--- config.mk ---
export PLATFORM = sky130hd
export DESIGN_NAME = apb_master_bridge
export DESIGN_NICKNAME = d
export VERILOG_FILES = /design/src/rtl/apb_master_bridge.sv
export SDC_FILE = /design/constraint.sdc
export NUM_CORES = 1
export LEC_CHECK = 0
export CORE_MARGIN = 4
export CORE_UTILIZATION = 43
export DETAILED_ROUTE_END_ITERATION = 8
export PLACE_DENSITY = 0.82
export SYNTH_ARGS = -nofsm -noshare
export SYNTH_HDL_FRONTEND = slang
export SYNTH_SLANG_ARGS = --single-unit
--- constraint.sdc ---
create_clock -name PCLK -period 2 [get_ports PCLK]
set_input_delay 0.4 -clock PCLK [delete_from_list [all_inputs] [get_ports PCLK]]
set_output_delay 0.4 -clock PCLK [all_outputs]
set_load 0.1 [all_outputs]
--- src/rtl/apb_master_bridge.sv ---
// Single-outstanding APB master: turns a valid/ready request into a SETUP/ACCESS
// transfer, waits on PREADY, and aborts with an error response on timeout.
module apb_master_bridge #(
  parameter int ADDRESS_WIDTH  = 5,
  parameter int DATA_WIDTH     = 8,
  parameter int TIMEOUT_CYCLES = 16
) (
  input  logic                     PCLK,
  input  logic                     PRESETn,
  input  logic                     req_valid,
  output logic                     req_ready,
  input  logic                     req_write,
  input  logic [ADDRESS_WIDTH-1:0] req_addr,
  input  logic [DATA_WIDTH-1:0]    req_wdata,
  output logic                     rsp_valid,
  input  logic                     rsp_ready,
  output logic [DATA_WIDTH-1:0]    rsp_rdata,
  output logic                     rsp_err,
  output logic                     rsp_timeout,
  output logic                     PSEL,
  output logic                     PENABLE,
  output logic [ADDRESS_WIDTH-1:0] PADDR,
  output logic                     PWRITE,
  output logic [DATA_WIDTH-1:0]    PWDATA,
  input  logic [DATA_WIDTH-1:0]    PRDATA,
  input  logic                     PREADY,
  input  logic                     PSLVERR
);

  localparam int CNT_W = $clog2(TIMEOUT_CYCLES);
  localparam logic [CNT_W-1:0] CNT_LIMIT = CNT_W'(TIMEOUT_CYCLES - 1);

  typedef enum logic [1:0] {
    IDLE   = 2'd0,
    SETUP  = 2'd1,
    ACCESS = 2'd2,
    RESP   = 2'd3
  } state_t;

  state_t                   state_r, state_s;
  logic                     psel_r, psel_s;
  logic                     penable_r, penable_s;
  logic [ADDRESS_WIDTH-1:0] paddr_r, paddr_s;
  logic                     pwrite_r, pwrite_s;
  logic [DATA_WIDTH-1:0]    pwdata_r, pwdata_s;
  logic                     rsp_valid_r, rsp_valid_s;
  logic [DATA_WIDTH-1:0]    rsp_rdata_r, rsp_rdata_s;
  logic                     rsp_err_r, rsp_err_s;
  logic                     rsp_timeout_r, rsp_timeout_s;
  logic [CNT_W-1:0]         cnt_r, cnt_s;

  // Next-state and next-output decode; every register holds unless a transition updates it.
  always_comb begin
    state_s       = state_r;
    psel_s        = psel_r;
    penable_s     = penable_r;
    paddr_s       = paddr_r;
    pwrite_s      = pwrite_r;
    pwdata_s      = pwdata_r;
    rsp_valid_s   = rsp_valid_r;
    rsp_rdata_s   = rsp_rdata_r;
    rsp_err_s     = rsp_err_r;
    rsp_timeout_s = rsp_timeout_r;
    cnt_s         = cnt_r;
    case (state_r)
      IDLE: begin
        if (req_valid) begin
          paddr_s   = req_addr;
          pwrite_s  = req_write;
          pwdata_s  = req_wdata;
          psel_s    = 1'b1;
          penable_s = 1'b0;
          state_s   = SETUP;
        end else begin
          state_s   = IDLE;
        end
      end
      SETUP: begin
        penable_s = 1'b1;
        cnt_s     = {CNT_W{1'b0}};
        state_s   = ACCESS;
      end
      ACCESS: begin
        // PREADY takes priority over an expiring timeout on the same edge.
        if (PREADY) begin
          psel_s        = 1'b0;
          penable_s     = 1'b0;
          rsp_rdata_s   = pwrite_r ? {DATA_WIDTH{1'b0}} : PRDATA;
          rsp_err_s     = PSLVERR;
          rsp_timeout_s = 1'b0;
          rsp_valid_s   = 1'b1;
          state_s       = RESP;
        end else if (cnt_r == CNT_LIMIT) begin
          psel_s        = 1'b0;
          penable_s     = 1'b0;
          rsp_rdata_s   = {DATA_WIDTH{1'b0}};
          rsp_err_s     = 1'b1;
          rsp_timeout_s = 1'b1;
          rsp_valid_s   = 1'b1;
          state_s       = RESP;
        end else begin
          cnt_s         = cnt_r + CNT_W'(1'b1);
        end
      end
      RESP: begin
        if (rsp_ready) begin
          rsp_valid_s = 1'b0;
          state_s     = IDLE;
        end else begin
          state_s     = RESP;
        end
      end
      default: begin
        psel_s      = 1'b0;
        penable_s   = 1'b0;
        rsp_valid_s = 1'b0;
        state_s     = IDLE;
      end
    endcase
  end

  // State and output registers with asynchronous clear.
  always_ff @(posedge PCLK or negedge PRESETn) begin
    if (!PRESETn) begin
      state_r       <= IDLE;
      psel_r        <= 1'b0;
      penable_r     <= 1'b0;
      paddr_r       <= {ADDRESS_WIDTH{1'b0}};
      pwrite_r      <= 1'b0;
      pwdata_r      <= {DATA_WIDTH{1'b0}};
      rsp_valid_r   <= 1'b0;
      rsp_rdata_r   <= {DATA_WIDTH{1'b0}};
      rsp_err_r     <= 1'b0;
      rsp_timeout_r <= 1'b0;
      cnt_r         <= {CNT_W{1'b0}};
    end else begin
      state_r       <= state_s;
      psel_r        <= psel_s;
      penable_r     <= penable_s;
      paddr_r       <= paddr_s;
      pwrite_r      <= pwrite_s;
      pwdata_r      <= pwdata_s;
      rsp_valid_r   <= rsp_valid_s;
      rsp_rdata_r   <= rsp_rdata_s;
      rsp_err_r     <= rsp_err_s;
      rsp_timeout_r <= rsp_timeout_s;
      cnt_r         <= cnt_s;
    end
  end

  assign req_ready   = (state_r == IDLE) && PRESETn;
  assign PSEL        = psel_r;
  assign PENABLE     = penable_r;
  assign PADDR       = paddr_r;
  assign PWRITE      = pwrite_r;
  assign PWDATA      = pwdata_r;
  assign rsp_valid   = rsp_valid_r;
  assign rsp_rdata   = rsp_rdata_r;
  assign rsp_err     = rsp_err_r;
  assign rsp_timeout = rsp_timeout_r;

endmodule

Yosys cells after proc, flatten, opt, wreduce, memory -nomap -nowiden
Cells that the tools add are included.

Add/subtract/negate cells: 1. Equality and inequality tests: 9. Muxes and demuxes: 23. Reduce and logical (&&, ||, !) cells: 13.

Operators with widths (number): $mux 8 (3); $reduce_and 3->1 (4); $mux 1 (10); $mux 4 (2); $ne 2x2->1 const B (4); $pmux 2 s4 (1); $pmux 4 s2 (1); $reduce_bool 2->1 (4); $mux 2 (3); $add 4x1->4 const B (1); $eq 2x2->1 const B (2); $eq 4x4->1 const B (1); $pmux 1 s2 (2); $reduce_and 2->1 (2); $ne 3x3->1 const B (1); $pmux 1 s3 (1); $reduce_bool 3->1 (1); $eq 2x1->1 const B (1); $logic_not 2->1 (1); $logic_and 1x1->1 (1).

Bits in registers: 33. Input port bits: 28. Output and inout bits: 28.

Logic depth before layout (Yosys ltp)
Depth after elaboration: 4. Mapped depth: 5. Depth with buffers taken out: 4.

Worst setup path after synthesis
No wires, ideal clock.

Path kind: register to output. Start point: register state_r[1]. End point: output req_ready. Data arrival time: 1.299 ns. Required time: 1.600 ns. Slack: 0.301 ns. Cell stages (with the launch flop): 3. Path through: dfrtp_1 > nor2_2 > and2_1.

Cells in the longest elaborated chain, start to end: 2.

Ends and longest elaborated chain: start: declaration (RTL line 40) `state_t state_r, state_s;`; start signal: assignment (RTL line 137) `state_r <= state_s;`; $logic_not 2->1 (RTL line 151) `assign req_ready = (state_r == IDLE) && PRESETn;`; $logic_and 1x1->1 (RTL line 151); end: declaration (RTL line 11) `output logic req_ready,`.

Every way passes these cells.

Final worst setup path
Start point: input PRESETn. End point: output req_ready.

Cells in the longest elaborated chain, start to end: 1.

Ends and longest elaborated chain: start: declaration (RTL line 9) `input logic PRESETn,`; $logic_and 1x1->1 (RTL line 151).

Every way passes these cells.

==> impl_summary.md <==
Status
The flow ran to the end, and the final reports show no timing, DRC or antenna violations.

Placed design
At the end of routability-driven placement, the weighted congestion stood at 0.784. The post-DP HPWL is 2560 µm. The cell count after placement is 216. The count of input and output buffers is 55.

Clocking
No sink is reached through more buffers than the 2 on the longest clock path. For the worst-skew pair, the clock arrives at the later sink with an insertion delay of 0.34 ns. The number of setup buffers added after CTS is 0. The clock sink count is 33. The clock tree from TritonCTS is yes. The CTS clock-pin slew for the worst setup and hold paths is 0.09 ns.

Gates resized during post-CTS repair numbered 0. In this run the clock root is driven by a sky130_fd_sc_hd__clkbuf_4. Buffers inserted to repair hold after CTS numbered 0.

The number of clock buffers added by TritonCTS is 5. The total number of H-tree levels is 2.

Min path
The capture endpoint of the worst hold path is rsp_timeout$_DFFE_PN0P_. Counting instances, the worst hold path has a depth of 1. The min-delay analysis places its worst path in the category reg2reg.

The critical hold path startpoint is rsp_timeout$_DFFE_PN0P_.

Routing
After detailed routing, the total wire length is 3300 µm. The detail route stage leaves a number of antenna-violating nets equal to 0. The first-pass iteration count of the detailed router is 4.

After detailed routing, the average wire length per cell comes to 14.7 µm. Across all layers, the routed design uses 1144 vias. The DRC violation count after routing is 0. After the first detailed-routing iteration, the DRC count stood at 46.

The via density per instance is 5.11.

Global routing
The first global-routing pass estimated 5420 µm of wire. The global routing usage summed across all routing layers is 16.6%. Entering global routing, the biggest net connects 34 pins. The number of antenna violations at the first check in global routing came to 0. The aggregate global routing overflow is 0. The number of global-route vias before repair is 1175.

Floorplanning
The initial utilization of the core area, before any placement, comes to 46.1%. The die covers 0.00437 mm². Measured along the x axis, the die boundary spans 66.1 µm. The core area is 0.00315 mm². Measured along the y axis, the die boundary spans 66.1 µm. The number of cell rows is 20. 56 I/O pins were placed.

Timing
On the final layout, the worst clock skew is 0.00640 ns. The final worst-path cycle share is 87.1%. The count of final hold-check violations came to 0. Setup violations remaining at the end of the flow were counted as 0. The total count of max-transition violations in the final report was 0. Timing would allow up to 574 MHz.

Setup repair after global routing left no endpoint under its margin. The sum of negative setup slack is 0 ns. The slew of the pin with the lowest slew margin is 0.397 ns.

The normalized max-slew margin is 73.5%. The time the final worst path needs with I/O delays and setup is 1.74 ns.

Logic synthesis
Sequential cells were found to cover 56.8% of the synthesized design area. Of all flip-flops after synthesis, the portion carrying an async set or reset was 100%. By instance count, the leading cell after synthesis is sky130_fd_sc_hd__dfrtp_1. The mapped netlist covers 0.00145 mm². For this run, the leading register cell type out of synthesis is sky130_fd_sc_hd__dfrtp_1. Sorting the synthesized cells by how often they occur yields sky130_fd_sc_hd__dfrtp_1 (33), sky130_fd_sc_hd__nand2_1 (12), sky130_fd_sc_hd__o21ai_0 (11). After synthesis, the mean cell area works out to 12.1 µm². The number of distinct library cells after synthesis is 33. The net count of the mapped netlist is 149. The largest total area in the synthesized netlist belongs to sky130_fd_sc_hd__dfrtp_1. Yosys attributes the largest share of cell area to sky130_fd_sc_hd__dfrtp_1 (57%), sky130_fd_sc_hd__mux2_4 (8.3%), sky130_fd_sc_hd__mux2_2 (4.7%). The instance count of the mapped netlist is 120. In this run the biggest area consumer among cell types represents 56.8% of the synthesized area. The total of warnings raised by yosys is 0.

The number of enable flip-flop cells after synthesis is 0. The flop and latch count out of synthesis is 33.

Worst setup path
STA puts the critical path data required time at 1.60 ns. The worst setup path is captured at an output port. The source of the critical timing path is PRESETn. The nature of the critical path startpoint is an input pin. The logic depth of the worst register-to-register path is 5. Along the worst path, the maximum fanout reaches 2. By startpoint and endpoint, the worst setup path is classified as in2out. The end of the worst register-to-register path is cnt_r[2]$_DFFE_PN0P_. The data arrival time at the worst-slack endpoint is 1.34 ns.

The reg2reg setup slack is 0.40 ns. In this run the critical register-to-register path is launched from cnt_r[0]$_DFFE_PN0P_.

Finish
The net total in the final layout is 208. The register area is 826 µm². The post-layout instance count excluding filler cells is 224. 0 antenna diodes ended up in the layout. The proportion of layout cells with a drive suffix above 1 is 32.2%. The area of the multi-input gates is 562 µm². Counting the fill cells in the layout gives 265. The layout overhead on the synthesized area is 40.9%.

Job
The max-cap check violation count is 0.
worst max-delay path, cell delays in order:
cell and delay (ns):
sky130_fd_sc_hd__clkdlybuf4s50_1 0.54, sky130_fd_sc_hd__and2_1 0.21, sky130_fd_sc_hd__buf_12 0.19
kinds of logic (layout without fill, tap and decap cells):
logic type	count (synthesis)	after routing	share of synthesized area, %
AO/OA/AOI/OAI	30	30	13.5
adder cells (fa/ha/maj)	1	1	0.861
buffers and inverters	10	70	4.48
flip-flops	33	33	56.8
multiplexers	14	14	12.9
AND/OR/NAND/NOR	32	32	11.4
cells in the final DEF, fill, tap and decap left out, types with 2 or more instances in the layout:
| cell | synthesis | layout |
|---|---|---|
| sky130_fd_sc_hd__mux2_2 | 6 | 6 |
| sky130_fd_sc_hd__inv_1 | 3 | 3 |
| sky130_fd_sc_hd__nor2_1 | 4 | 4 |
| sky130_fd_sc_hd__o21ai_0 | 11 | 11 |
| sky130_fd_sc_hd__o211ai_1 | 3 | 3 |
| sky130_fd_sc_hd__clkdlybuf4s50_1 | 0 | 27 |
| sky130_fd_sc_hd__clkbuf_8 | 0 | 2 |
| sky130_fd_sc_hd__nand3_1 | 3 | 3 |
| sky130_fd_sc_hd__nand2b_1 | 2 | 2 |
| sky130_fd_sc_hd__and2b_1 | 2 | 2 |
| sky130_fd_sc_hd__mux2_4 | 8 | 8 |
| sky130_fd_sc_hd__nand4_1 | 2 | 2 |
| sky130_fd_sc_hd__buf_4 | 0 | 31 |
| sky130_fd_sc_hd__clkbuf_4 | 0 | 5 |
| sky130_fd_sc_hd__o31ai_1 | 8 | 8 |
| sky130_fd_sc_hd__nand2_1 | 12 | 12 |
| sky130_fd_sc_hd__dfrtp_1 | 33 | 33 |
metrics by stage:
step	utilization [%]	area [µm²]	setup slack, ns	hold WS, ns
6_report	64.9	2050	0.258	0.503
5_1_grt	64.9	2050	0.175	0.530
4_1_cts	64.9	2050	0.255	0.510
3_3_place_gp	62.7	1980	0.279	0.480
3_5_place_dp	62.7	1980	0.213	0.489
2_1_floorplan	-	1450	0.301	0.104
area by class of cell:
type | instances | share of cell area, %
sequential | 33 | 40.3
timing repair buffer | 59 | 25.6
inverter | 3 | 0.550
clock buffer | 7 | 3.18
tap | 44 | 2.69
clock inverter | 1 | 0.244
multi-input combinational | 77 | 27.4
flip-flops by register name, indices dropped and copies added (netlist names):
name	cells
state_r	2
rsp_rdata	8
PENABLE	1
PADDR	5
rsp_err	1
PWRITE	1
rsp_valid	1
cnt_r	4
rsp_timeout	1
PWDATA	8
PSEL	1
worst max-delay path by stage:
stage,endpoint,depth (start not counted)
floorplan,req_ready,2
global placement,cnt_r[2]$_DFFE_PN0P_,5
detailed placement,cnt_r[2]$_DFFE_PN0P_,5
CTS,req_ready,3
global route,req_ready,3
finish,req_ready,3
layer usage:
layer | part of all wire (%) | GRT usage (%) | vias up | wire length (µm)
met5 | 0 | 0 | - | 0
met4 | 2.6 | 8.12 | 0 | 85
met3 | 7.1 | 5.78 | 6 | 236
met1 | 39 | 20.2 | 555 | 1300
met2 | 51 | 25.9 | 38 | 1680
li1 | - | - | 545 | -
Power is left out: the tool's default activity adds up to more than one toggle a clock period on the data nets, which glitch-free logic cannot reach.
